==> src/rtl/layer1_fm_ctrl_if.sv <==
// Handshake and status bundle between the pool stage, the 16 feature-map buffers
// and the downstream layer. The slave modport is the controller's view.
interface layer1_fm_ctrl_if;
    logic       wr_req;
    logic       wr_grant;
    logic       pre_vsync;
    logic       pre_href;
    logic       fm_wea;
    logic       fm_vsync;
    logic       fm_href;
    logic       save_fm_acmp;
    logic       rd_req;
    logic       start_output;
    logic       end_output;
    logic       fm_full;
    logic       layer_done;
    logic [2:0] err_flags;
    logic [7:0] frame_cnt;

    modport slave (
        input  wr_req, pre_vsync, pre_href, save_fm_acmp, rd_req, end_output,
        output wr_grant, fm_wea, fm_vsync, fm_href, start_output, fm_full,
               layer_done, err_flags, frame_cnt
    );

    modport master (
        output wr_req, pre_vsync, pre_href, save_fm_acmp, rd_req, end_output,
        input  wr_grant, fm_wea, fm_vsync, fm_href, start_output, fm_full,
               layer_done, err_flags, frame_cnt
    );
endinterface

==> src/rtl/layer1_fm_ctrl.sv <==
// Sequences one feature-map frame: write from pool stage, hold, read out to next layer.
// wr_grant/fm_href/fm_vsync are combinational; strobes/flags follow the state register.
// Upstream stalls on wr_req until IDLE; downstream is bounded by RD_TIMEOUT.
module layer1_fm_ctrl #(
    parameter int FM_WIDTH   = 4,
    parameter int FM_HEIGHT  = 4,
    parameter int RD_TIMEOUT = 1024
) (
    input  logic             clk,
    input  logic             rst_n,
    layer1_fm_ctrl_if.slave  fm
);
    localparam int NPIX = FM_WIDTH * FM_HEIGHT;
    localparam int PW   = $clog2(NPIX + 1);
    localparam int TW   = $clog2(RD_TIMEOUT + 1);
    localparam logic [PW-1:0] PIX_MAX  = PW'(NPIX);
    localparam logic [TW-1:0] TMO_LAST = TW'(RD_TIMEOUT - 1);

    typedef enum logic [2:0] {IDLE, WRITE, FULL, READ, DONE} state_t;

    state_t        state, state_nxt;
    logic [PW-1:0] pix_cnt, pix_cnt_nxt;
    logic [TW-1:0] tmo_cnt, tmo_cnt_nxt;
    logic [2:0]    err_q, err_nxt;
    logic [7:0]    frame_q, frame_nxt;

    logic wr_grant, fm_wea, fm_vsync, fm_href, start_output, fm_full, layer_done;
    logic pix_room;

    assign pix_room = (pix_cnt != PIX_MAX);

    always_ff @(posedge clk or negedge rst_n) begin
        if (!rst_n) begin
            state   <= IDLE;
            pix_cnt <= '0;
            tmo_cnt <= '0;
            err_q   <= '0;
            frame_q <= '0;
        end else begin
            state   <= state_nxt;
            pix_cnt <= pix_cnt_nxt;
            tmo_cnt <= tmo_cnt_nxt;
            err_q   <= err_nxt;
            frame_q <= frame_nxt;
        end
    end

    always_comb begin
        state_nxt    = state;
        pix_cnt_nxt  = pix_cnt;
        tmo_cnt_nxt  = tmo_cnt;
        err_nxt      = err_q;
        frame_nxt    = frame_q;
        wr_grant     = 1'b0;
        fm_wea       = 1'b0;
        fm_vsync     = 1'b0;
        fm_href      = 1'b0;
        start_output = 1'b0;
        fm_full      = 1'b0;
        layer_done   = 1'b0;
        case (state)
            IDLE: begin
                if (fm.wr_req) begin
                    wr_grant    = 1'b1;
                    pix_cnt_nxt = '0;
                    state_nxt   = WRITE;
                end
            end
            WRITE: begin
                fm_wea = 1'b1;
                // Once the frame is full, further pixels are dropped and flagged.
                if (pix_room) begin
                    fm_vsync = fm.pre_vsync;
                    fm_href  = fm.pre_href;
                    if (fm.pre_href) pix_cnt_nxt = pix_cnt + 1'b1;
                end else if (fm.pre_href) begin
                    err_nxt[0] = 1'b1;
                end
                if (fm.save_fm_acmp) begin
                    state_nxt = FULL;
                    if (pix_room) err_nxt[1] = 1'b1;
                end
            end
            FULL: begin
                fm_full = 1'b1;
                if (fm.rd_req) begin
                    tmo_cnt_nxt = '0;
                    state_nxt   = READ;
                end
            end
            READ: begin
                fm_full      = 1'b1;
                start_output = (tmo_cnt == '0);
                if (fm.end_output) begin
                    state_nxt = DONE;
                end else if (tmo_cnt == TMO_LAST) begin
                    err_nxt[2] = 1'b1;
                    state_nxt  = IDLE;
                end else begin
                    tmo_cnt_nxt = tmo_cnt + 1'b1;
                end
            end
            DONE: begin
                layer_done = 1'b1;
                frame_nxt  = frame_q + 8'd1;
                state_nxt  = IDLE;
            end
            default: state_nxt = IDLE;
        endcase
    end

    // The grant is the only input-driven output in IDLE, so it alone needs masking in reset.
    assign fm.wr_grant     = wr_grant & rst_n;
    assign fm.fm_wea       = fm_wea;
    assign fm.fm_vsync     = fm_vsync;
    assign fm.fm_href      = fm_href;
    assign fm.start_output = start_output;
    assign fm.fm_full      = fm_full;
    assign fm.layer_done   = layer_done;
    assign fm.err_flags    = err_q;
    assign fm.frame_cnt    = frame_q;
endmodule

==> src/flat_wrapper.sv <==
// flat-port wrapper written by rule: the top's interface ports become plain ports
module layer1_fm_ctrl_flat 
#(
    parameter int FM_WIDTH   = 4,
    parameter int FM_HEIGHT  = 4,
    parameter int RD_TIMEOUT = 1024
)
  (clk, rst_n, fm_wr_req, fm_pre_vsync, fm_pre_href, fm_save_fm_acmp, fm_rd_req, fm_end_output, fm_wr_grant, fm_fm_wea, fm_fm_vsync, fm_fm_href, fm_start_output, fm_fm_full, fm_layer_done, fm_err_flags, fm_frame_cnt);
  layer1_fm_ctrl_if fm_i ();
  input  logic clk;
  input  logic rst_n;
  input wire logic [$bits(fm_i.wr_req)-1:0] fm_wr_req;
  input wire logic [$bits(fm_i.pre_vsync)-1:0] fm_pre_vsync;
  input wire logic [$bits(fm_i.pre_href)-1:0] fm_pre_href;
  input wire logic [$bits(fm_i.save_fm_acmp)-1:0] fm_save_fm_acmp;
  input wire logic [$bits(fm_i.rd_req)-1:0] fm_rd_req;
  input wire logic [$bits(fm_i.end_output)-1:0] fm_end_output;
  output wire logic [$bits(fm_i.wr_grant)-1:0] fm_wr_grant;
  output wire logic [$bits(fm_i.fm_wea)-1:0] fm_fm_wea;
  output wire logic [$bits(fm_i.fm_vsync)-1:0] fm_fm_vsync;
  output wire logic [$bits(fm_i.fm_href)-1:0] fm_fm_href;
  output wire logic [$bits(fm_i.start_output)-1:0] fm_start_output;
  output wire logic [$bits(fm_i.fm_full)-1:0] fm_fm_full;
  output wire logic [$bits(fm_i.layer_done)-1:0] fm_layer_done;
  output wire logic [$bits(fm_i.err_flags)-1:0] fm_err_flags;
  output wire logic [$bits(fm_i.frame_cnt)-1:0] fm_frame_cnt;
  assign fm_i.wr_req = fm_wr_req;
  assign fm_i.pre_vsync = fm_pre_vsync;
  assign fm_i.pre_href = fm_pre_href;
  assign fm_i.save_fm_acmp = fm_save_fm_acmp;
  assign fm_i.rd_req = fm_rd_req;
  assign fm_i.end_output = fm_end_output;
  assign fm_wr_grant = fm_i.wr_grant;
  assign fm_fm_wea = fm_i.fm_wea;
  assign fm_fm_vsync = fm_i.fm_vsync;
  assign fm_fm_href = fm_i.fm_href;
  assign fm_start_output = fm_i.start_output;
  assign fm_fm_full = fm_i.fm_full;
  assign fm_layer_done = fm_i.layer_done;
  assign fm_err_flags = fm_i.err_flags;
  assign fm_frame_cnt = fm_i.frame_cnt;
  layer1_fm_ctrl #(.FM_WIDTH(FM_WIDTH), .FM_HEIGHT(FM_HEIGHT), .RD_TIMEOUT(RD_TIMEOUT)) u_core (.clk(clk), .rst_n(rst_n), .fm(fm_i));
endmodule
==> config.mk <==
export PLATFORM = sky130hd
export DESIGN_NAME = layer1_fm_ctrl_flat
export DESIGN_NICKNAME = d
export VERILOG_FILES = /design/src/rtl/layer1_fm_ctrl_if.sv /design/src/rtl/layer1_fm_ctrl.sv /design/src/flat_wrapper.sv
export SDC_FILE = /design/constraint.sdc
export NUM_CORES = 1
export LEC_CHECK = 0
export ABC_AREA = 1
export CAP_MARGIN = 10
export CORE_MARGIN = 1
export CORE_UTILIZATION = 50
export CTS_BUF_LIST = sky130_fd_sc_hd__clkbuf_8 sky130_fd_sc_hd__clkbuf_16
export DETAILED_ROUTE_END_ITERATION = 10
export PLACE_DENSITY_LB_ADDON = 0.1
export SYNTH_ARGS = -nofsm -noshare
export SYNTH_HDL_FRONTEND = slang
export SYNTH_SLANG_ARGS = --single-unit
export TNS_END_PERCENT = 5
==> constraint.sdc <==
create_clock -name clk -period 1.6 [get_ports clk]
set_input_delay 0.16 -clock clk [delete_from_list [all_inputs] [get_ports clk]]
set_output_delay 0.16 -clock clk [all_outputs]
set_load 0.02 [all_outputs]
==> impl_metrics.py <==
metrics = {
    "outcome": {
        "outcome": "finished clean",
    },
    "place": {
        "port_buffers": 25,
        "placed_cell_area_mm2": 0.002330,
        "dp_slack_ps": -129.8,
        "hpwl_um": 3026,
        "gp_congestion": 0.8816,
    },
    "cts": {
        "tritoncts": "yes",
        "numCtsBuffers": 5,
        "cts.sinks": 30,
        "cts.clk_slew.worst_paths_ps": 60,
        "clk_latency_ps": 280,
        "ctsHtreeMaxLevel": 2,
        "cts-root-buf": "clkbuf_8",
        "cts.path.max_buffers": 2,
        "post_cts_buffers": 0,
    },
    "setup_path": {
        "cpPeakStageDelay_ps": 440,
        "r2r_slack_ps": 110,
        "crit_type": "register to output pin",
        "path_max_fanout": 5,
        "path_cells": "nor2_1 > nand4_1 > nor4_1 > buf_2",
        "endpoint": "fm_start_output",
        "cp.depth": 4,
        "crit_start": "u_core.state[2]",
        "arrival_ps": 1390,
        "critical_path.slowest_cell": "dfrtp_1",
        "crit_required_ps": 1440,
        "start_kind": "register",
        "endpoint_kind": "output pin",
        "rr_worst_depth": 9,
        "critPathTopFamily": "simple AND/OR/NAND/NOR gates",
        "r2r-end": "u_core.tmo_cnt[4]",
        "timing.rr.start": "u_core.tmo_cnt[1]",
        "worst-path-buf-inv": 1,
    },
    "sta": {
        "slew-limit-headroom": 0.7473,
        "rsz0062_at_grt": "true",
        "min_period_ps": 1553,
        "hold_viol_final": 0,
        "setup_violations": 0,
        "slew_viol_final": 0,
        "finClkSkew_ps": 5.316,
        "setup_tns_ps": 0,
        "timing.fmax_mhz": 643.9,
        "worst_slack_ps": 47.01,
        "timing.final.crit_share": 0.9706,
        "worst_pin_slew_ps": 379.1,
    },
    "floorplan": {
        "die_x_um": 61.06,
        "coreArea_mm2": 0.003337,
        "fp-row-count": 21,
        "die-height_um": 61.06,
        "initial_core_util": 0.5227,
        "die_area_mm2": 0.003728,
        "pin_count": 26,
    },
    "grt": {
        "grt_pass1_wl_um": 6258,
        "grt_usage": 0.2296,
        "grt_overflow": 0,
        "antenna_found_initial": 0,
        "grt_pass1_vias": 1495,
        "grt_max_degree": 31,
    },
    "pwr": {
        "power_frac_comb": 0.490,
        "intPower_w": 0.001884,
        "power.share.switching": 0.3943,
        "powerDensity_mw_per_mm2": 1280,
        "p_leak_nw": 1.265,
        "worst_ir_drop_vdd_mv": 0.7184,
        "power_w": 0.003110,
        "p_switching_w": 0.001226,
        "p_seq_frac": 0.311,
        "clkPwrFrac": 0.199,
    },
    "final_layout": {
        "synthToLayoutAreaGrowth_pct": 39.24,
        "fin_area_mm2": 0.002429,
        "fin_util": 0.7278,
        "antenna_cells": 0,
        "layout-drive-gt1-share": 0.2651,
        "layout.nets": 310,
    },
    "job": {
        "cap_viol_max_count": 0,
    },
    "synthesis": {
        "synth_area_leaders": "dfrtp_1, nand2_1, nand3_1",
        "synth_area_mm2": 0.001744,
        "yosysUniqueCellTypes": 24,
        "synth-warning-count": 0,
        "yosysTopAreaCell": "dfrtp_1",
        "synth_nets": 240,
        "synth_top_area_frac": 0.4304,
        "ys_seq_elements": 30,
        "synth_cells": 227,
        "yosysSeqAreaShare": 0.4304,
        "avgSynthCellArea_um2": 7.684,
    },
    "route": {
        "ant_nets": 0,
        "wl_um": 3831,
        "wl_per_cell_um": 11.14,
        "drt_first_iter_violations": 51,
        "vias": 1647,
        "routed_via_density": 4.788,
        "post-route-drc-count": 0,
        "first_pass_iters": 4,
    },
    "min_path": {
        "hp-class": "primary input to async pin",
    },
}
## flip-flops by register name (all words and copies together) (netlist names)
| name | flops |
|---|---|
| u_core.fm.err_flags | 3 |
| u_core.tmo_cnt | 11 |
| u_core.fm.frame_cnt | 8 |
| u_core.state | 3 |
| u_core.pix_cnt | 5 |
## cell usage after synthesis, drive strengths merged
library cell   n
buf            2
or2            1
nand3         21
nor2          28
nor3           3
nor4           1
nand2         88
a31o           1
nand4          4
o21bai         3
xnor2          4
ha             5
inv           24
o21ai          1
dfrtp         30
o211ai         1
nand3b         2
xor2           8
## worst min-delay path by stage
stage,slack (ps),start,cells past startpoint,endpoint
2_1_floorplan,-140,rst_n,0,u_core.fm.err_flags[0]
3_3_place_gp,460,u_core.fm.frame_cnt[7],1,u_core.fm.frame_cnt[7]
3_5_place_dp,470,u_core.fm.err_flags[0],1,u_core.fm.err_flags[0]
4_1_cts,310,rst_n,2,u_core.pix_cnt[4]
5_1_grt,340,rst_n,2,u_core.pix_cnt[4]
6_report,300,rst_n,2,u_core.pix_cnt[4]
## what timing repair did
action	CTS	global route
resized for setup	20	16
hold buffers	0	0
endpoints found under the hold margin	0	0
gates cloned	0	0
setup endpoints to repair	8	18
pin swaps	0	1
## layer usage
metal / wire [µm] / share of wire / GRT usage / vias up
met2: 1972 / 0.51 / 0.4037 / 43
met3: 121 / 0.032 / 0.06513 / 6
met5: 0 / 0 / 0 / -
met4: 27 / 0.0070 / 0.06169 / 0
li1: - / - / - / 850
met1: 1710 / 0.45 / 0.2750 / 748
## logic make-up after synthesis
| kind of cell | count (synthesis) | share of synthesized area |
|---|---|---|
| AND/OR/NAND/NOR | 148 | 0.3816 |
| flip-flops | 30 | 0.4304 |
| buffers and inverters | 26 | 0.06456 |
| XOR/XNOR | 12 | 0.06026 |
| AO/OA/AOI/OAI | 6 | 0.02726 |
| adder cells (fa/ha/maj) | 5 | 0.03587 |
## final cells by class
type | instances | area [µm²]
multi-input cells | 171 | 908.4
clock buffers | 6 | 82.58
repair buffers | 65 | 529.3
inverters | 24 | 90.09
clock inverters | 2 | 8.758
well taps | 46 | 57.56
fillers | 272 | 908.4
flip-flops and latches | 30 | 752.0
## cell usage in the layout, fill, tap and decap left out
| cell type | Yosys | final |
|---|---|---|
| buf_4 | 0 | 41 |
| nor3_1 | 1 | 1 |
| nand2_4 | 1 | 2 |
| nor2_2 | 2 | 3 |
| nand3b_1 | 2 | 2 |
| nand4_1 | 4 | 4 |
| clkinv_2 | 0 | 1 |
| a31o_2 | 1 | 1 |
| nor2_4 | 0 | 1 |
| o211ai_1 | 1 | 1 |
| nor2_1 | 26 | 24 |
| o21bai_1 | 3 | 3 |
| buf_6 | 2 | 1 |
| dfrtp_1 | 30 | 29 |
| nand2_2 | 7 | 7 |
| clkbuf_8 | 0 | 6 |
| nor4_1 | 1 | 1 |
| clkdlybuf4s15_1 | 0 | 1 |
| nand3_1 | 20 | 18 |
| inv_1 | 21 | 21 |
| nand2_1 | 80 | 79 |
| xnor2_1 | 4 | 4 |
| buf_2 | 0 | 1 |
| ha_1 | 5 | 5 |
| nand3_2 | 1 | 3 |
| dfrtp_2 | 0 | 1 |
| xor2_1 | 8 | 8 |
| clkbuf_2 | 0 | 3 |
| o21ai_2 | 1 | 1 |
| clkdlybuf4s50_1 | 0 | 18 |
| nor3_4 | 2 | 2 |
| or2_2 | 1 | 1 |
| inv_2 | 3 | 4 |
## through the flow
step                cells  hold WS, ps
global placement      336        459.1
floorplan             227       -135.6
CTS                   344        313.8
global route          344        335.2
finish                344        299.2
detailed placement    336        467.6
## power groups by stage
stage | sequential (W) | combinational, W | clock (W)
global placement | 0.000973 | 0.00153 | 0
CTS | 0.000965 | 0.00152 | 0.000625
global route | 0.000979 | 0.00169 | 0.000665
finish | 0.000967 | 0.00152 | 0.000618
floorplan | 0.00102 | 0.000828 | 0
detailed placement | 0.000979 | 0.00155 | 0
Note: power is estimated with default switching activity, not from simulation.
==> patch: new RTL, same flow settings <==
`RD_TIMEOUT` is set to 1024 in 2 places; all go to 2048.
--- a/src/rtl/layer1_fm_ctrl.sv
+++ b/src/rtl/layer1_fm_ctrl.sv
@@ -5,5 +5,5 @@
     parameter int FM_WIDTH   = 4,
     parameter int FM_HEIGHT  = 4,
-    parameter int RD_TIMEOUT = 1024
+    parameter int RD_TIMEOUT = 2048
 ) (
     input  logic             clk,
--- a/src/flat_wrapper.sv
+++ b/src/flat_wrapper.sv
@@ -4,5 +4,5 @@
     parameter int FM_WIDTH   = 4,
     parameter int FM_HEIGHT  = 4,
-    parameter int RD_TIMEOUT = 1024
+    parameter int RD_TIMEOUT = 2048
 )
   (clk, rst_n, fm_wr_req, fm_pre_vsync, fm_pre_href, fm_save_fm_acmp, fm_rd_req, fm_end_output, fm_wr_grant, fm_fm_wea, fm_fm_vsync, fm_fm_href, fm_start_output, fm_fm_full, fm_layer_done, fm_err_flags, fm_frame_cnt);
Formal check against the unedited RTL: same outputs for any inputs over 10 cycles, from zero or initial values and one cycle with rst_n low; that may be too few to reach the edited logic, so the function may still have changed.
==> patch against the unedited design <==
  * Sequential cell count grew 1
  * Routed wire length grew 14%
  * Setup slack lost 0.022 ns
  * Global-route usage grew 2.3 points
  * Synthesized area grew 7.0%
  * Final area grew 7.8%
  * Worst hold slack gained 0.10 ns
  * Via count grew 17%
  * Total power grew 6.1%
  * Critical endpoint is now fm_fm_href
  * Largest cell class unchanged
  * Largest power group unchanged
  * Highest routed layer unchanged
==> patch: results (changes against the unedited design) <==
Status
  – Status: complete, no violations

Yosys
  – Post-synthesis compound-gate area fraction: 0.0208 (-0.00648)
  – Register area share after synthesis: 0.416 (-0.0149)
  – Adder-cell share of the synthesized area: 0.0335 (-0.00236)
  – Most common library cells after synthesis: nand2_1 (103), dfrtp_1 (31), inv_1 (29)

Placement
  – Area after DPL: 2500 um^2 (+7.3%)
  – DP HPWL: 3250 um (+7.3%)

Cells and area
  – Storage cell area: 777 um^2 (+3.3%)
  – NonClk Buf Share: 0.213 (-0.00521)
  – Number of nets in the layout: 351 (+13%)
  – Area of the multi-input gates: 1010 um^2 (+11%)
  – Final cell utilization of the core: 0.755 (+0.0269)
  – Bufs w/o clock: 69 (+6.2%)
  – Share of cells above drive strength 1: 0.248 (-0.0173)
  – Proportion of cell area spent on the clock network: 0.0382 (+0.000631)

Route
  – Post-DR wirelength/cell: 11.4 um (+2.2%)
  – WL final: 4380 um (+14%)
  – DRT iter0 DRCs: 133 (+160%)

Setup path
  – Worst path top cell family by delay: flip-flops
  – Critical path fanouts, max: 4 (-1)

Power
  – P_seq: 985 uW (+2%)
  – Switching Fraction: 0.392 (-0.00218)
  – Switching power: 1.29 mW (+5.5%)
  – Worst VDD drop: 0.976 mV (+36%)

Global route
  – Vias in the first global route: 1816 (+21%)
  – Met2 global-route usage: 0.386 (-0.0180)
  – First-pass GRT wire length: 7730 um (+23%)

Timing
  – Slew headroom: 0.738 (-0.00965)
  – Worst Skew: 0.00666 ns (+0.00134 ns)

Die
  – Area of the core: 3470 um^2 (+3.9%)

Clock tree
  – Post-CTS Resized: 26 (+30%)
## patch: cell types whose count changed after synthesis, sizes merged, moves of 2 or more
cell    before  now
xnor2        4    2
xor2         8    6
inv         24   32
o21ai        1    3
nor3         3    1
nand4        4   13
nand2       88  107
nand3       21   28
nand3b       2    0
## patch: kinds of logic (layout without fill, tap and decap cells)
family                     count (synthesis)  count (layout)
xor gates and xnor gates                   8               8
buffers and inverters                     33             109
AOI/OAI and AO/OA                          6               6
and+or+nand+nor                          180             180
adders and majority gates                  5               5
DFF                                       31              31
## patch: worst paths after layout
path | startpoint | end | slack, ns
max | u_core.state[2] | fm_fm_href | 0.03
min | rst_n | u_core.fm.frame_cnt[4] | 0.40
max reg2reg | u_core.state[2] | u_core.tmo_cnt[0] | 0.15
min reg2reg | u_core.fm.err_flags[0] | u_core.fm.err_flags[0] | 0.48
max in group asynchronous | rst_n | u_core.state[0] | 0.90
min in group clk | u_core.fm.err_flags[0] | u_core.fm.err_flags[0] | 0.48
